--- config.mk ---
export PLATFORM = sky130hd
export DESIGN_NAME = fetch_unit
export DESIGN_NICKNAME = d
export VERILOG_FILES = /design/src/rtl/fetch_pkg.sv /design/src/rtl/fetch_buffer.sv /design/src/rtl/fetch_buffer_chk.sv /design/src/rtl/fetch_unit.sv
export SDC_FILE = /design/constraint.sdc
export NUM_CORES = 1
export LEC_CHECK = 0
export ABC_AREA = 1
export CAP_MARGIN = 10
export CORE_UTILIZATION = 25
export DETAILED_ROUTE_END_ITERATION = 7
export HOLD_SLACK_MARGIN = 0.1
export PLACE_DENSITY = 0.54
export SLEW_MARGIN = 20
export SYNTH_ARGS = -nofsm -noshare
export SYNTH_HDL_FRONTEND = slang
export SYNTH_SLANG_ARGS = --single-unit
--- constraint.sdc ---
create_clock -name clk -period 11.5 [get_ports clk]
set_input_delay 2.3 -clock clk [delete_from_list [all_inputs] [get_ports clk]]
set_output_delay 2.3 -clock clk [all_outputs]
set_load 0.005 [all_outputs]
--- src/rtl/fetch_pkg.sv ---
// Shared constants for the instruction-fetch stage.
package fetch_pkg;

  localparam int          INSTR_W          = 32;
  localparam logic [31:0] NOP_INSTR        = 32'h0000_0013;
  localparam int          PC_STEP          = 4;
  localparam logic [31:0] DEFAULT_RESET_PC = 32'h0000_0000;

endpackage

--- src/rtl/fetch_buffer.sv ---
// Synchronous FIFO holding {pc, instr} entries; flush beats push and pop.
module fetch_buffer #(
  parameter int WIDTH = 64,
  parameter int DEPTH = 4,
  localparam int CW = $clog2(DEPTH + 1),
  localparam int AW = (DEPTH > 1) ? $clog2(DEPTH) : 1
) (
  input  logic             clk,
  input  logic             reset,
  input  logic             push_i,
  input  logic [WIDTH-1:0] push_data_i,
  input  logic             pop_i,
  input  logic             flush_i,
  output logic [WIDTH-1:0] head_o,
  output logic [CW-1:0]    count_o
);

  localparam logic [CW-1:0] FULL_CNT = CW'(DEPTH);
  localparam logic [AW-1:0] LAST_IDX = AW'(DEPTH - 1);

  logic [WIDTH-1:0] mem_q [DEPTH];
  logic [AW-1:0]    rd_ptr_q, rd_ptr_d;
  logic [AW-1:0]    wr_ptr_q, wr_ptr_d;
  logic [CW-1:0]    count_q, count_d;
  logic             do_push_s, do_pop_s;

  function automatic logic [AW-1:0] next_ptr(input logic [AW-1:0] p);
    return (p == LAST_IDX) ? '0 : p + AW'(1);
  endfunction

  // Qualify push/pop and compute next pointers and occupancy.
  always_comb begin
    do_pop_s  = pop_i && (count_q != '0);
    do_push_s = push_i && ((count_q != FULL_CNT) || do_pop_s);
    rd_ptr_d  = rd_ptr_q;
    wr_ptr_d  = wr_ptr_q;
    count_d   = count_q;
    if (flush_i) begin
      rd_ptr_d = '0;
      wr_ptr_d = '0;
      count_d  = '0;
    end else begin
      if (do_pop_s) begin
        rd_ptr_d = next_ptr(rd_ptr_q);
      end else begin
        rd_ptr_d = rd_ptr_q;
      end
      if (do_push_s) begin
        wr_ptr_d = next_ptr(wr_ptr_q);
      end else begin
        wr_ptr_d = wr_ptr_q;
      end
      count_d = count_q + CW'(do_push_s) - CW'(do_pop_s);
    end
  end

  // Pointer and occupancy registers.
  always_ff @(posedge clk) begin
    if (reset) begin
      rd_ptr_q <= '0;
      wr_ptr_q <= '0;
      count_q  <= '0;
    end else begin
      rd_ptr_q <= rd_ptr_d;
      wr_ptr_q <= wr_ptr_d;
      count_q  <= count_d;
    end
  end

  // Entry storage; data needs no reset since count gates its use.
  always_ff @(posedge clk) begin
    if (do_push_s && !flush_i && !reset) begin
      mem_q[wr_ptr_q] <= push_data_i;
    end
  end

  assign head_o  = mem_q[rd_ptr_q];
  assign count_o = count_q;

  fetch_buffer_chk #(.DEPTH(DEPTH), .CW(CW)) u_chk (
    .clk     (clk),
    .reset   (reset),
    .push_i  (push_i),
    .pop_i   (pop_i),
    .flush_i (flush_i),
    .count_i (count_q)
  );

endmodule

--- src/rtl/fetch_buffer_chk.sv ---
// Checker for the fetch buffer: a push into a full buffer without a
// matching pop means the credit scheme upstream is broken.
module fetch_buffer_chk #(
  parameter int DEPTH = 4,
  parameter int CW    = 3
) (
  input logic          clk,
  input logic          reset,
  input logic          push_i,
  input logic          pop_i,
  input logic          flush_i,
  input logic [CW-1:0] count_i
);

  localparam logic [CW-1:0] FULL_CNT = CW'(DEPTH);

  a_no_overflow: assert property (@(posedge clk) disable iff (reset)
    !(push_i && !pop_i && !flush_i && (count_i == FULL_CNT)));

endmodule

--- src/rtl/fetch_unit.sv ---
// Instruction-fetch stage: credit-limited request issue to a variable-latency
// in-order memory, response buffering, and redirect with stale-response drop.
module fetch_unit
  import fetch_pkg::*;
#(
  parameter int               XLEN      = 32,
  parameter logic [XLEN-1:0]  RESET_PC  = XLEN'(DEFAULT_RESET_PC),
  parameter int               BUF_DEPTH = 4
) (
  input  logic               clk,
  input  logic               reset,
  output logic               imem_req_valid,
  input  logic               imem_req_ready,
  output logic [XLEN-1:0]    imem_req_addr,
  input  logic               imem_rsp_valid,
  input  logic [INSTR_W-1:0] imem_rsp_data,
  input  logic               redirect_valid,
  input  logic [XLEN-1:0]    redirect_pc,
  output logic               if_valid,
  input  logic               if_ready,
  output logic [XLEN-1:0]    if_pc,
  output logic [INSTR_W-1:0] if_instr,
  output logic [XLEN-1:0]    if_pc_next
);

  localparam int            CW         = $clog2(BUF_DEPTH + 1);
  localparam int            BW         = XLEN + INSTR_W;
  localparam logic [CW:0]   CREDIT_LIM = (CW + 1)'(BUF_DEPTH);
  localparam logic [XLEN-1:0] STEP     = XLEN'(PC_STEP);

  logic [XLEN-1:0] fetch_pc_q, fetch_pc_d;
  logic [XLEN-1:0] rsp_pc_q, rsp_pc_d;
  logic [CW-1:0]   outstanding_q, outstanding_d;
  logic [CW-1:0]   drop_cnt_q, drop_cnt_d;
  logic [CW-1:0]   buf_count_s;
  logic [BW-1:0]   buf_head_s;
  logic [CW:0]     credit_sum_s;
  logic [XLEN-1:0] redirect_target_s;
  logic            req_valid_s, req_fire_s, rsp_keep_s, if_valid_s, pop_s;

  // Handshake qualification and next-state for PCs and counters.
  always_comb begin
    redirect_target_s = redirect_pc & ~(XLEN'(3));
    credit_sum_s      = {1'b0, outstanding_q} + {1'b0, buf_count_s};
    req_valid_s       = !reset && !redirect_valid && (credit_sum_s < CREDIT_LIM);
    req_fire_s        = req_valid_s && imem_req_ready;
    rsp_keep_s        = imem_rsp_valid && (drop_cnt_q == '0) && !redirect_valid;
    if_valid_s        = !reset && (buf_count_s != '0);
    pop_s             = if_valid_s && if_ready;
    fetch_pc_d        = fetch_pc_q;
    rsp_pc_d          = rsp_pc_q;
    drop_cnt_d        = drop_cnt_q;
    outstanding_d     = outstanding_q + CW'(req_fire_s) - CW'(imem_rsp_valid);
    if (redirect_valid) begin
      fetch_pc_d = redirect_target_s;
      rsp_pc_d   = redirect_target_s;
      // Every response still in flight after this cycle belongs to the old path.
      drop_cnt_d = outstanding_q - CW'(imem_rsp_valid);
    end else begin
      if (req_fire_s) begin
        fetch_pc_d = fetch_pc_q + STEP;
      end else begin
        fetch_pc_d = fetch_pc_q;
      end
      if (rsp_keep_s) begin
        rsp_pc_d = rsp_pc_q + STEP;
      end else begin
        rsp_pc_d = rsp_pc_q;
      end
      if (imem_rsp_valid && (drop_cnt_q != '0)) begin
        drop_cnt_d = drop_cnt_q - CW'(1);
      end else begin
        drop_cnt_d = drop_cnt_q;
      end
    end
  end

  // PC and counter registers.
  always_ff @(posedge clk) begin
    if (reset) begin
      fetch_pc_q    <= RESET_PC;
      rsp_pc_q      <= RESET_PC;
      outstanding_q <= '0;
      drop_cnt_q    <= '0;
    end else begin
      fetch_pc_q    <= fetch_pc_d;
      rsp_pc_q      <= rsp_pc_d;
      outstanding_q <= outstanding_d;
      drop_cnt_q    <= drop_cnt_d;
    end
  end

  fetch_buffer #(.WIDTH(BW), .DEPTH(BUF_DEPTH)) u_buf (
    .clk         (clk),
    .reset       (reset),
    .push_i      (rsp_keep_s),
    .push_data_i ({rsp_pc_q, imem_rsp_data}),
    .pop_i       (pop_s),
    .flush_i     (redirect_valid),
    .head_o      (buf_head_s),
    .count_o     (buf_count_s)
  );

  // Decode-facing outputs; an empty buffer presents a NOP at the next response PC.
  always_comb begin
    if (buf_count_s != '0) begin
      if_pc    = buf_head_s[BW-1:INSTR_W];
      if_instr = buf_head_s[INSTR_W-1:0];
    end else begin
      if_pc    = rsp_pc_q;
      if_instr = NOP_INSTR;
    end
    if_pc_next     = if_pc + STEP;
    if_valid       = if_valid_s;
    imem_req_valid = req_valid_s;
    imem_req_addr  = fetch_pc_q;
  end

endmodule

Word-level counts from Yosys, hierarchy flattened --
Memory sizes are Yosys's and may differ from the RTL's. A register that Yosys moved wholly into a read port is not among the register bits. Index checks and enable logic that the tools add are counted.
Word-level totals: word-level logic and storage cells 62, input bits 70, memories 1, register bits after elaboration 77, memory bits (writable) 256, output and inout port bits 130
Memories:
- u_buf.mem_q | words 4, bits a word 64, read ports 1, clocked after Yosys merged registers in 1, write ports 1, RTL line fetch_buffer.sv:21 | logic [WIDTH-1:0] mem_q [DEPTH];
Operators by class: muxes and demuxes 14, add/sub/neg operators 12, magnitude comparators 1, reduce and logical (&&, ||, !) cells 22, eq/ne operators 3
Operators by type and width (count):
- $mux 32 | 6
- $add 32x3->32 const B | 3
- $logic_and 1x1->1 | 12
- $sub 3x1->3 | 3
- $mux 2 | 4
- $add 3x1->3 | 2
- $mux 3 | 2
- $reduce_bool 2->1 | 3
- $reduce_bool 3->1 | 2
- $add 2x1->2 const B | 2
- $add 3x3->4 | 1
- $eq 2x2->1 const B | 2
- $lt 4x3->1 const B | 1
- $logic_not 3->1 | 1
- $ne 3x3->1 const B | 1
- $sub 3x1->3 const B | 1
- $logic_not 1->1 | 2
- $mux 1 | 2
- $reduce_or 2->1 | 1
- $logic_or 1x1->1 | 1

Depth between registers and ports, before layout --
depth in word-level cells 10, gate-level depth with buffers 17, mapped depth without buffers 14

Cells and area by module --
Synthesis repeated with hierarchy kept, for this count alone.
Unflattened totals: cells, all modules 1895, area, all modules 16663.5 um2
By module, submodules not included:
- fetch_buffer | area each 9997.1 um2, cells an instance 686, instances 1, seq. area each 7867.5 um2
- fetch_unit | area each 6666.4 um2, cells an instance 1209, instances 1, seq. area each 1321.3 um2

Worst setup path after synthesis --
OpenSTA, ideal clock, no wires.
path kind input-to-reg, start point input imem_rsp_valid, end point memory u_buf.mem_q[0][0], enable pin, data required time 11018 ps, cell stages on the path 6, path buffers 0, arrival time 5779 ps, setup slack 5239 ps, setup time 482 ps, cell sequence nand3_1 nor2_1 nand2_1 inv_1 nand2_1 nor2_1
On the way: word-level cells in the longest chain between the ends 7
RTL lines:
- start: declaration | RTL line fetch_unit.sv:15 | input logic imem_rsp_valid,
- $logic_and 1x1->1 (2 in series) | RTL line fetch_unit.sv:47 | rsp_keep_s = imem_rsp_valid && (drop_cnt_q == '0) && !redirect_valid;
- $logic_and 1x1->1 | RTL line fetch_buffer.sv:34 | do_push_s = push_i && ((count_q != FULL_CNT) || do_pop_s);
- $logic_and 1x1->1 (2 in series) | RTL line fetch_buffer.sv:72 | if (do_push_s && !flush_i && !reset) begin
- $mux 1 | RTL line fetch_buffer.sv:72
- $mux 1 (implied by the code) | RTL line fetch_buffer.sv:73 | mem_q[wr_ptr_q] <= push_data_i;
- end: declaration | RTL line fetch_buffer.sv:21
No other way between the ends.

Worst setup path after layout --
start point register u_buf.count_q[1], in the netlist u_buf.count_o[1], end point output if_pc_next[18]
On the way: word-level cells in the longest chain between the ends 3
RTL lines:
- start: declaration | RTL line fetch_buffer.sv:24 | logic [CW-1:0] count_q, count_d;
- start signal: assignment | RTL line fetch_buffer.sv:66 | count_q <= count_d;
- $reduce_bool 3->1 | RTL line fetch_unit.sv:106 | if (buf_count_s != '0) begin
- $mux 32 | RTL line fetch_unit.sv:106
- $add 32x3->32 | RTL line fetch_unit.sv:113 | if_pc_next = if_pc + STEP;
- end: declaration | RTL line fetch_unit.sv:23 | output logic [XLEN-1:0] if_pc_next
No other way between the ends.

==> results.yml <==
min_path:
  hp-class: "flip-flop to flip-flop"
logic_synthesis:
  syn_inst: 1842
  yosysTopAreaCell: "edfxtp_1"
  synth_edf_count: 248
  yosys_warnings: 0
  avgSynthCellArea_um2: 8.69
  synth_top_area_share_pct: 46.5
  ys_seq_elements: 323
  synth_commonest_cells: "nand2_1, edfxtp_1, nor2_1"
  synth.most_common_cell: "nand2_1"
  ys_seq_area_share_pct: 55.9
  synth-async-reset-ratio_pct: 0
  synth_flop_cell: "edfxtp_1"
  synth_cell_types: 49
  syn_area_mm2: 0.0160
  ys_top_cells_by_area: "edfxtp_1, nand2_1, dfxtp_1"
clock_tree:
  clock_latency_ns: 0.55
  h-tree-depth: 2
  numCtsBuffers: 39
  post_cts_buffers: 0
  ctsHoldBuffers: 0
  clk_path_buf_depth: 3
  ctsRootBufferMaster: "clkbuf_16"
  tritoncts: "done"
  cts.sinks: 323
  ctsResizeCount: 0
  cts.clk_slew.worst_paths_ns: 0.06
floorplan:
  core_mm2: 0.0632
  die_width_um: 255
  die_height_um: 255
  dieArea_mm2: 0.0650
  rows: 92
  ios: 200
  initial_core_util_pct: 25.3
power_and_ir_drop:
  p_switching_uw: 699
  p_per_area_mw_per_mm2: 145
  ir_worst_vdd_v: 0.0000751
  power.leakage_nw: 7.59
  switching_share_pct: 24.2
  pwr-share-seq_pct: 45.9
  p_int_mw: 2.19
  p_comb_share_pct: 10.9
  p_clk_share_pct: 43.2
critical_path:
  crit_fanout: 53
  crit_slowest_cell: "buf_4"
  worst-endpoint-required_ns: 9.20
  path_class: "flip-flop to primary output"
  ff2ff_setup_slack_ns: 7.30
  crit_chain: "nor2_2, nand2_2, buf_4, inv_2, buf_4, o21ai_2, inv_1, ha_1, inv_1, nor2_4, nand2_1, nor2_1, xor2_1, clkdlybuf4s50_1"
  cp.arrival_ns: 4.72
  endpoint_kind: "primary output"
  worst_path_largest_cell_delay_ns: 0.64
  startpoint_type: "flip-flop"
place:
  dpl_cell_area_mm2: 0.0187
  port_buffers: 191
  place_congestion: 0.890
  dp_hpwl_um: 31900
routing:
  drc: 0
  wirelength_um: 48700
  routed-via-count: 12948
  wire_per_inst_um: 16.9
  ant_nets: 0
  dr.pass1.iters: 5
  drtIter0Drc: 846
  drt-vias-per-instance: 4.49
layout:
  design_area_mm2: 0.0200
  area_delta_synth_final_pct: 24.8
  n_antenna_cell: 0
  nets: 2104
  drive_gt1_share_pct: 6.42
timing:
  rsz0062_at_grt: "false"
  slew_viol_final: 0
  min_period_ns: 7.02
  setup_viol: 0
  max_freq_mhz: 142
  finalCritPeriodShare_pct: 61.0
  hold_violations: 0
  clock_skew_ns: 0.0178
  slew_headroom_pct: 28.4
  tightest_slew_ns: 1.07
  setup_tns_ns: 0
global_routing:
  grt_pass1_vias: 12596
  grt_max_degree: 69
  grt_pass1_wl_um: 73800
  grt.overflow.total: 0
  grt_antenna_before_repair: 3
  grtUsageTotal_pct: 14.9
status:
  outcome: "finished clean"
job:
  drv_cap: 0
[worst paths after layout]
path         cells after the start         startpoint                end
max                             14   u_buf.count_o[1]     if_pc_next[18]
min                              2  u_buf.rd_ptr_q[1]          flip-flop
max reg2reg                     12   u_buf.count_o[1]  u_buf.mem_q[3][9]
min reg2reg                      2  u_buf.rd_ptr_q[1]          flip-flop
[cells in the final DEF, fill, tap and decap left out, types with 5 or more instances in the layout]
| cell | n |
|---|---|
| nand2_1 | 483 |
| edfxtp_1 | 248 |
| nor2_1 | 234 |
| inv_1 | 211 |
| clkdlybuf4s50_1 | 190 |
| o21ai_0 | 114 |
| nand3_1 | 96 |
| a21oi_1 | 78 |
| dfxtp_1 | 73 |
| xor2_1 | 42 |
| clkbuf_16 | 41 |
| a31oi_1 | 23 |
| nor2_2 | 20 |
| nand2_2 | 20 |
| nor3_1 | 18 |
| ha_1 | 18 |
| buf_4 | 13 |
| nand4_1 | 12 |
| nand3b_1 | 10 |
| clkbuf_1 | 8 |
| clkinv_1 | 7 |
| nor2_4 | 6 |
| xnor2_1 | 6 |
| conb_1 | 6 |
| o211ai_1 | 5 |
| bufinv_16 | 5 |
[cell families (layout without fill, tap and decap cells)]
| logic type | after synthesis | in the layout | synth area share, % |
|---|---|---|---|
| adder cells (fa/ha/maj) | 20 | 20 | 1.66 |
| buffers and inverters | 296 | 489 | 7.83 |
| XOR/XNOR | 48 | 48 | 2.63 |
| AND/OR/NAND/NOR | 914 | 914 | 23.8 |
| AO/OA/AOI/OAI | 240 | 240 | 8.09 |
| other | 1 | 6 | 0.0234 |
| flip-flops | 323 | 323 | 55.9 |
[worst max-delay path, delay by kind of cell, from the launching register on]
| family | cells | cell delay [ns] |
|---|---|---|
| adders and majority gates | 1 | 0.31 |
| and+or+nand+nor | 5 | 0.69 |
| DFF | 1 | 0.37 |
| AOI/OAI and AO/OA | 1 | 0.29 |
| buffers and inverters | 6 | 2.28 |
| xor gates and xnor gates | 1 | 0.20 |
[power groups by stage]
stage                     clock [mW]  combinational [mW]  sequential (mW)
after detailed placement           0               0.317             1.35
after floorplan                    0               0.148             1.34
after CTS                       1.28               0.319             1.33
after global placement             0               0.314             1.35
final                           1.25               0.316             1.33
after global routing            1.32               0.348             1.33
[cell type report]
| class | instances | area, um^2 |
|---|---|---|
| inverter | 218 | 823 |
| fill | 6552 | 43200 |
| clock buffer | 51 | 1080 |
| sequential | 323 | 8950 |
| multi-input combinational | 1228 | 5850 |
| clock inverter | 16 | 204 |
| tap | 846 | 1060 |
| timing repair buffer | 204 | 2000 |
[metrics by stage]
step	utilization, %	power [mW]	cells	setup slack, ns	hold slack (ns)
detailed placement	29.6	1.67	2819	4.77	0.497
floorplan	-	1.49	1847	5.24	0.458
finish	31.6	2.89	2886	4.48	0.509
global placement	29.6	1.66	2819	4.78	0.478
CTS	31.6	2.93	2886	4.39	0.509
global route	31.6	3.00	2886	4.17	0.524
[flip-flops by register name (all words and copies together), names as in the netlist, named ones only]
signal / cells
drop_cnt_q: 3
imem_req_addr: 30
outstanding_q: 3
rsp_pc_q: 30
u_buf.count_o: 3
u_buf.mem_q: 248
u_buf.rd_ptr_q: 2
u_buf.wr_ptr_q: 2
[layer usage]
layer	vias to the layer above	global-route usage, %	share of wire (%)
li1	6355	-	-
met1	6114	20.8	47
met2	420	23.2	43
met4	4	3.37	1.7
met5	-	0	0.045
met3	55	3.32	8.0
(Power assumes the default switching activity.)
